--- src/rtl/hex_entry_pkg.sv ---
// Shared types and constants for the hex entry decoder.
package hex_entry_pkg;

    typedef enum logic [1:0] {
        IDLE   = 2'd0,
        ENTRY  = 2'd1,
        DECODE = 2'd2,
        DONE   = 2'd3
    } state_t;

    localparam int WORD_W  = 16;
    // Largest magnitude representable with the default 10-bit magnitude output.
    localparam int MAX_MAG = 1023;

endpackage

--- src/rtl/key_debounce.sv ---
// Push-button conditioning: 2-FF synchroniser, debounce counter and a
// one-cycle pulse on each accepted press (debounced 1->0 transition).
module key_debounce #(
    parameter int DEBOUNCE_CYCLES = 500000
) (
    input  logic clk,
    input  logic rst,
    input  logic key_n,
    output logic press
);

    localparam int CW = (DEBOUNCE_CYCLES < 2) ? 1 : $clog2(DEBOUNCE_CYCLES + 1);

    logic          sync1;
    logic          sync2;
    logic          level;
    logic [CW-1:0] count;

    // Bring the asynchronous key level into the clk domain; idles released.
    always_ff @(posedge clk or posedge rst) begin
        if (rst) begin
            sync1 <= 1'b1;
            sync2 <= 1'b1;
        end else begin
            sync1 <= key_n;
            sync2 <= sync1;
        end
    end

    // Accept a new level only after DEBOUNCE_CYCLES consecutive differing
    // samples; a sample matching the current level restarts the count.
    always_ff @(posedge clk or posedge rst) begin
        if (rst) begin
            level <= 1'b1;
            count <= '0;
            press <= 1'b0;
        end else begin
            press <= 1'b0;
            if (sync2 == level) begin
                count <= '0;
            end else if (count == CW'(DEBOUNCE_CYCLES - 1)) begin
                level <= sync2;
                count <= '0;
                // Old level high means the new level is low: a press.
                press <= level;
            end else begin
                count <= count + 1'b1;
            end
        end
    end

endmodule

--- src/rtl/hex_entry_decoder.sv ---
// Nibble-by-nibble entry of a 16-bit two's-complement word from SW[3:0] and
// an enter key, followed by decode to sign + magnitude with overflow flag.
module hex_entry_decoder
    import hex_entry_pkg::*;
#(
    parameter int DEBOUNCE_CYCLES = 500000,
    parameter int NUM_DIGITS      = 4,
    parameter int MAG_WIDTH       = 10
) (
    input  logic                 clk,
    input  logic                 rst,
    input  logic [3:0]           digit_in,
    input  logic                 key_enter_n,
    input  logic                 key_clear_n,
    output logic [WORD_W-1:0]    value,
    output logic [2:0]           digit_count,
    output logic [MAG_WIDTH-1:0] magnitude,
    output logic                 negative,
    output logic                 overflow,
    output logic                 valid
);

    // Overflow threshold derived from the magnitude width (MAX_MAG at default).
    localparam logic [WORD_W-1:0] MAG_LIMIT = WORD_W'((1 << MAG_WIDTH) - 1);

    logic enter_p;
    logic clear_p;

    key_debounce #(.DEBOUNCE_CYCLES(DEBOUNCE_CYCLES)) u_enter (
        .clk   (clk),
        .rst   (rst),
        .key_n (key_enter_n),
        .press (enter_p)
    );

    key_debounce #(.DEBOUNCE_CYCLES(DEBOUNCE_CYCLES)) u_clear (
        .clk   (clk),
        .rst   (rst),
        .key_n (key_clear_n),
        .press (clear_p)
    );

    state_t                 state, state_n;
    logic [WORD_W-1:0]      value_n;
    logic [2:0]             count_n;
    logic [MAG_WIDTH-1:0]   mag_n;
    logic                   neg_n;
    logic                   ovf_n;
    logic                   valid_n;
    logic [WORD_W-1:0]      abs_val;
    logic [2:0]             count_inc;

    // State and result registers.
    always_ff @(posedge clk or posedge rst) begin
        if (rst) begin
            state       <= IDLE;
            value       <= '0;
            digit_count <= '0;
            magnitude   <= '0;
            negative    <= 1'b0;
            overflow    <= 1'b0;
            valid       <= 1'b0;
        end else begin
            state       <= state_n;
            value       <= value_n;
            digit_count <= count_n;
            magnitude   <= mag_n;
            negative    <= neg_n;
            overflow    <= ovf_n;
            valid       <= valid_n;
        end
    end

    // Next-state and datapath; clear takes priority over everything.
    always_comb begin
        state_n   = state;
        value_n   = value;
        count_n   = digit_count;
        mag_n     = magnitude;
        neg_n     = negative;
        ovf_n     = overflow;
        valid_n   = valid;
        count_inc = digit_count + 3'd1;
        // 0x8000 negates to itself, which still lands above the limit.
        abs_val   = value[WORD_W-1] ? (~value + 1'b1) : value;

        if (clear_p) begin
            state_n = IDLE;
            value_n = '0;
            count_n = '0;
            mag_n   = '0;
            neg_n   = 1'b0;
            ovf_n   = 1'b0;
            valid_n = 1'b0;
        end else begin
            case (state)
                IDLE, ENTRY: begin
                    if (enter_p) begin
                        value_n = {value[WORD_W-5:0], digit_in};
                        count_n = count_inc;
                        state_n = (count_inc == 3'(NUM_DIGITS)) ? DECODE : ENTRY;
                    end
                end
                DECODE: begin
                    // Enter pulses landing here are dropped.
                    neg_n   = value[WORD_W-1];
                    ovf_n   = (abs_val > MAG_LIMIT);
                    mag_n   = (abs_val > MAG_LIMIT) ? '0 : abs_val[MAG_WIDTH-1:0];
                    valid_n = 1'b1;
                    state_n = DONE;
                end
                DONE: begin
                    if (enter_p) begin
                        value_n = {{(WORD_W-4){1'b0}}, digit_in};
                        count_n = 3'd1;
                        mag_n   = '0;
                        neg_n   = 1'b0;
                        ovf_n   = 1'b0;
                        valid_n = 1'b0;
                        state_n = ENTRY;
                    end
                end
                default: state_n = IDLE;
            endcase
        end
    end

endmodule

--- config.mk ---
export PLATFORM = sky130hd
export DESIGN_NAME = hex_entry_decoder
export DESIGN_NICKNAME = d
export VERILOG_FILES = /design/src/rtl/hex_entry_pkg.sv /design/src/rtl/key_debounce.sv /design/src/rtl/hex_entry_decoder.sv
export SDC_FILE = /design/constraint.sdc
export NUM_CORES = 1
export LEC_CHECK = 0
export ABC_AREA = 1
export BUFFER_PORTS_ARGS = -buffer_cell sky130_fd_sc_hd__buf_2
export CAP_MARGIN = 40
export CORE_AREA = 4 4 110 112
export DETAILED_ROUTE_END_ITERATION = 10
export DIE_AREA = 0 0 114 116
export HOLD_SLACK_MARGIN = 0.1
export PLACE_DENSITY = 0.61
export SLEW_MARGIN = 0
export SYNTH_ARGS = -nofsm -noshare
export SYNTH_HDL_FRONTEND = slang
export SYNTH_SLANG_ARGS = --single-unit
export TNS_END_PERCENT = 1
--- constraint.sdc ---
create_clock -name clk -period 5 [get_ports clk]
set_clock_uncertainty 0.1 [all_clocks]
set_input_delay 1 -clock clk [delete_from_list [all_inputs] [get_ports clk]]
set_output_delay 1 -clock clk [all_outputs]
set_load 0.05 [all_outputs]
# Word level (Yosys, flattened, before mapping)
# Cells that the tools add are included.
dict set report word_totals {
  reg_bits 80
  latch_bits 0
  ramBits 0
  mem_bits_ro 0
  in_bits 8
  out_inout_bits 32
  wordCells 77
  n_memories 0
}
dict set report classes {
  n_addsub 4
  mul 0
  div 0
  order_cmp 1
  n_eq_ne 10
  shifts 0
  n_mux 33
  bitwise 3
  n_reduce_logical 9
}
# cell n
set ops {}
lappend ops {{$mux 19} 4}
lappend ops {{$mux 16} 4}
lappend ops {{$add 19x1->19 const B} 2}
lappend ops {{$eq 19x19->1 const B} 2}
lappend ops {{$pmux 16 s2} 1}
lappend ops {{$mux 10} 3}
lappend ops {{$pmux 10 s2} 1}
lappend ops {{$add 16x1->16 const B} 1}
lappend ops {{$gt 16x10->1 const B} 1}
lappend ops {{$not 16->16} 1}
lappend ops {{$mux 3} 3}
lappend ops {{$mux 1} 8}
lappend ops {{$mux 2} 4}
lappend ops {{$reduce_and 2->1} 4}
lappend ops {{$ne 3x1->1 const B} 2}
lappend ops {{$pmux 1 s2} 3}
lappend ops {{$pmux 2 s3} 1}
lappend ops {{$pmux 3 s2} 1}
lappend ops {{$reduce_bool 3->1} 2}
lappend ops {{$eq 2x2->1 const B} 2}
lappend ops {{$add 3x1->3 const B} 1}
lappend ops {{$eq 3x3->1 const B} 1}
lappend ops {{$reduce_and 3->1} 1}
lappend ops {{$eq 1x1->1} 2}
lappend ops {{4 further kinds} 5}

# Longest topological paths before layout
dict set report logic_depth {
  ltp_word 7
  depth_mapped 12
  mapped_depth_nobuf 12
}

# By module
# Synthesis repeated with hierarchy kept, for this count alone.
dict set report hier_totals {
  cells_unflattened 536
  hier_area_um2 4356.7
}
# module instances cells_per_inst area_each_um2
set by_module_without_submodules {}
lappend by_module_without_submodules {key_debounce 2 158 1271.2}
lappend by_module_without_submodules {hex_entry_decoder 1 220 1814.2}

# Worst setup path after synthesis
# No wires, ideal clock.
dict set report synth_path {
  path_kind {register to register}
  from {reg value[0]}
  to {reg magnitude[0]}
  arrival_ns 1.889
  required_ns 4.834
  path_slack_ns 2.945
  stages_incl_launch_ff 13
  path_buffers 1
  synth_period_minus_slack_ns 2.055
  path_cell_list {dfrtp_1 -> inv_1 -> ha_1 -> nand3_2 -> nand2_1 -> nand3_1 -> nor2_1 -> nor2_1 -> nand2_1 -> nor2_2 -> buf_4 -> nand3b_1 -> nand2_1}
}
dict set report synth_via {
  elab_chain_len 7
}
# element line
set synth_lines {}
lappend synth_lines {{start, declared} hex_entry_decoder.sv:15} ;# output logic [WORD_W-1:0] value,
lappend synth_lines {{start signal, assigned} hex_entry_decoder.sv:65} ;# value <= value_n;
lappend synth_lines {{$not 16->16} hex_entry_decoder.sv:85} ;# abs_val = value[WORD_W-1] ? (~value + 1'b1) : value;
lappend synth_lines {{$add 16x1->16} hex_entry_decoder.sv:85}
lappend synth_lines {{$mux 16 (*)} hex_entry_decoder.sv:85}
lappend synth_lines {{$gt 16x10->1} hex_entry_decoder.sv:108} ;# mag_n = (abs_val > MAG_LIMIT) ? '0 : abs_val[MAG_WIDTH-1:0];
lappend synth_lines {{$mux 10 (*)} hex_entry_decoder.sv:108}
lappend synth_lines {{$pmux 10 s2 (*)} hex_entry_decoder.sv:96} ;# case (state)
lappend synth_lines {{$mux 10 (*)} hex_entry_decoder.sv:87} ;# if (clear_p) begin
lappend synth_lines {{end signal, assigned} hex_entry_decoder.sv:67} ;# magnitude <= mag_n;
lappend synth_lines {{end, declared} hex_entry_decoder.sv:17} ;# output logic [MAG_WIDTH-1:0] magnitude,
# Every way passes the cells marked *; elsewhere a longest branch is shown, timed or not.
# A chain may end at the register's enable or synchronous reset.

# Worst setup path after layout
dict set report layout_path {
  from {reg value[15]}
  to {out value[15]}
}
# No word-level cell between the ends.

==> metrics.cfg <==
[outcome]
status=finished clean

[logic_synthesis]
syn_area_um2=4330
synth_top_family_by_area=simple AND/OR/NAND/NOR gates
synth_cell_type_count=39
synthXorXnorAreaFrac=0.0324
synth_area_leaders=dfrtp_1 43%, nand2_1 8.8%, nand3_1 6.7%
yosysWarnings=0
synth-seq-area-share=0.464
syn_inst=548
synth_compound_area_frac=0.0847
synth_top_cell_by_area=dfrtp_1
synth_mux_area_frac=0.00231
synthAdderAreaFrac=0.0145
synthSimpleGateAreaFrac=0.325
syn_nets=561
avgSynthCellArea_um2=7.90
ys_seq_elements=80
yosysTopAreaCellShare=0.428

[placed_design]
io_buffer_count=39
dpl.hpwl_um=7580
gp_congestion=0.957
dp_slack_ns=2.73

[cts]
max-clock-path-buffers=2
numClockSinks=80
cts_resized=0
cts_tree=built
clk_pin_slew_worst_paths_ns=0.06
cts_made_buffers=9
postCtsHoldBufs=0
clk_latency_ns=0.33
htree_levels=3
post_cts_buffers=0
cts_root_buffer=clkbuf_16

[floorplanning]
die-area_um2=13200
ios=40
fp.dieH_um=116
start_util=0.386
coreArea_um2=11200
die_w_um=114
rows=39

[critical_path]
crit_path_cell_trace=buf_2
cp_slowest_cell=dfrtp_1
cp.arrival_ns=1.35
cp_num_buf_inv=1
cp.required_ns=3.90
end_kind=primary output
critPathKind=reg2out
critPathTopFamily=flip-flops
critPathLaunchType=flip-flop
critPathLaunch=value[15]
cp_max_fo=17
cpPeakStageDelay_ns=0.66
r2r-start=value[1]

[global_route]
grtUsageTotal=0.163
grt_overflow=0
grt_first_pass_wirelength_um=17300
grt_antenna_before_repair=0
grt_pass1_vias=3713
grt_max_degree=44

[layout]
syn_to_final_growth_pct=13.6
drive_gt1_frac=0.162
finalNetCount=602
diodes=0

[timing]
finalCritPeriodShare=0.490
report.final.slew_viol_count=0
worst_pin_slew_ns=0.681
hold_viol_final=0
rsz0062_at_grt=false
setup_violations=0
min_period_ns=2.45
fin_setup_tns_ns=0
max_freq_mhz=408
slew_headroom=0.545
layout_setup_ws_ns=2.55
hold_ws_ns=0.258

[pwr]
pwr-share-seq=0.514
clkPwrFrac=0.461
switching_power_w=0.000274
ir_drop_v=0.000134
power_density_nw_per_um2=261
netSwitchingFraction=0.214
pwr-share-comb=0.025
p_leak_nw=2.37
p_int_w=0.00101

[job]
drv_cap=0

[route]
vias_per_cell=5.12
ant_nets=0
vias=3772
routedWlPerCell_um=13.8
drc=0
dr.pass1.iters=5
first_iter_violations=301
finalWirelength_um=10200

[worst_hold_path]
hp-class=reg2reg
hp-start=u_enter.sync1

## power by group through the flow
stage | combinational [W] | sequential [W] | clock [W]
2_1_floorplan | 0.0000212 | 0.000670 | 0
3_3_place_gp | 0.0000322 | 0.000671 | 0
5_1_grt | 0.0000376 | 0.000660 | 0.000640
6_report | 0.0000317 | 0.000659 | 0.000592
4_1_cts | 0.0000336 | 0.000659 | 0.000615
3_5_place_dp | 0.0000335 | 0.000671 | 0
## through the flow
step	power, W	cell area (µm²)	std cells	utilization
floorplan	0.000691	4330	548	-
global placement	0.000703	4650	721	0.414
detailed placement	0.000705	4650	721	0.414
CTS	0.00131	4910	737	0.438
global route	0.00134	4910	737	0.438
finish	0.00128	4910	737	0.438
## worst paths after layout
kind / endpoint / slack (ns) / cells after the start
min in group asynchronous: u_enter.count[0] / 0.64 / 2
worst min-delay path: u_enter.sync2 / 0.26 / 0
worst max register to register: overflow / 2.79 / 11
worst max-delay path: value[15] / 2.55 / 1
worst min register to register: u_enter.sync2 / 0.26 / 0
max in group asynchronous: value[10] / 3.19 / 3
## state kept, by name, summed over array words and instances (netlist names)
register / flops
digit_count: 3
magnitude: 10
negative: 1
overflow: 1
state: 2
u_clear.count: 19
u_clear.level: 1
u_clear.press: 1
u_clear.sync1: 1
u_clear.sync2: 1
u_enter.count: 19
u_enter.level: 1
u_enter.press: 1
u_enter.sync1: 1
u_enter.sync2: 1
valid: 1
value: 16
## cells by family (layout without fill, tap and decap cells)
group	count (synthesis)	in the layout
xor gates and xnor gates	16	16
DFF	80	80
muxes	1	1
buffers and inverters	81	127
and+or+nand+nor	300	300
AOI/OAI and AO/OA	65	65
adders and majority gates	5	5
## Yosys cell counts (all sizes together)
cell,number
a21o,1
a31oi,2
buf,7
nor3b,2
dfrtp,74
o21a,2
a31o,3
o21ai,36
nor2,82
xnor2,1
o211ai,1
inv,71
clkbuf,3
nand3,60
ha,5
nand3b,1
nand2,104
a211oi,3
dfstp,6
nor4,5
o31ai,1
nand4,22
nor3,22
xor2,15
or2,2
mux2i,1
a21oi,16
## layout make-up
cell class / count / area (µm²)
well taps: 143 / 179
repair buffers: 40 / 203
clock buffers: 12 / 246
inverters: 71 / 268
multi-input cells: 387 / 1990
fillers: 1158 / 6310
clock inverters: 4 / 22.5
flip-flops and latches: 80 / 2010
## layer usage
metal  wire length, µm  track usage  vias to the layer above
li1                  -            -                     1889
met4               280       0.0760                        0
met5                 0            0                        -
met2              4890        0.272                       77
met1              4540        0.205                     1786
met3               462       0.0329                       20
## placed cells by master, fill, tap and decap left out, drive strengths merged, types with 6 or more instances in the layout
cell type,instances
dfrtp,74
a21oi,16
nand3,60
dfstp,6
nand4,22
o21ai,36
xor2,15
nor2,82
nand2,104
nor3,22
clkbuf,12
buf,40
inv,70
(Power assumes the default switching activity.)
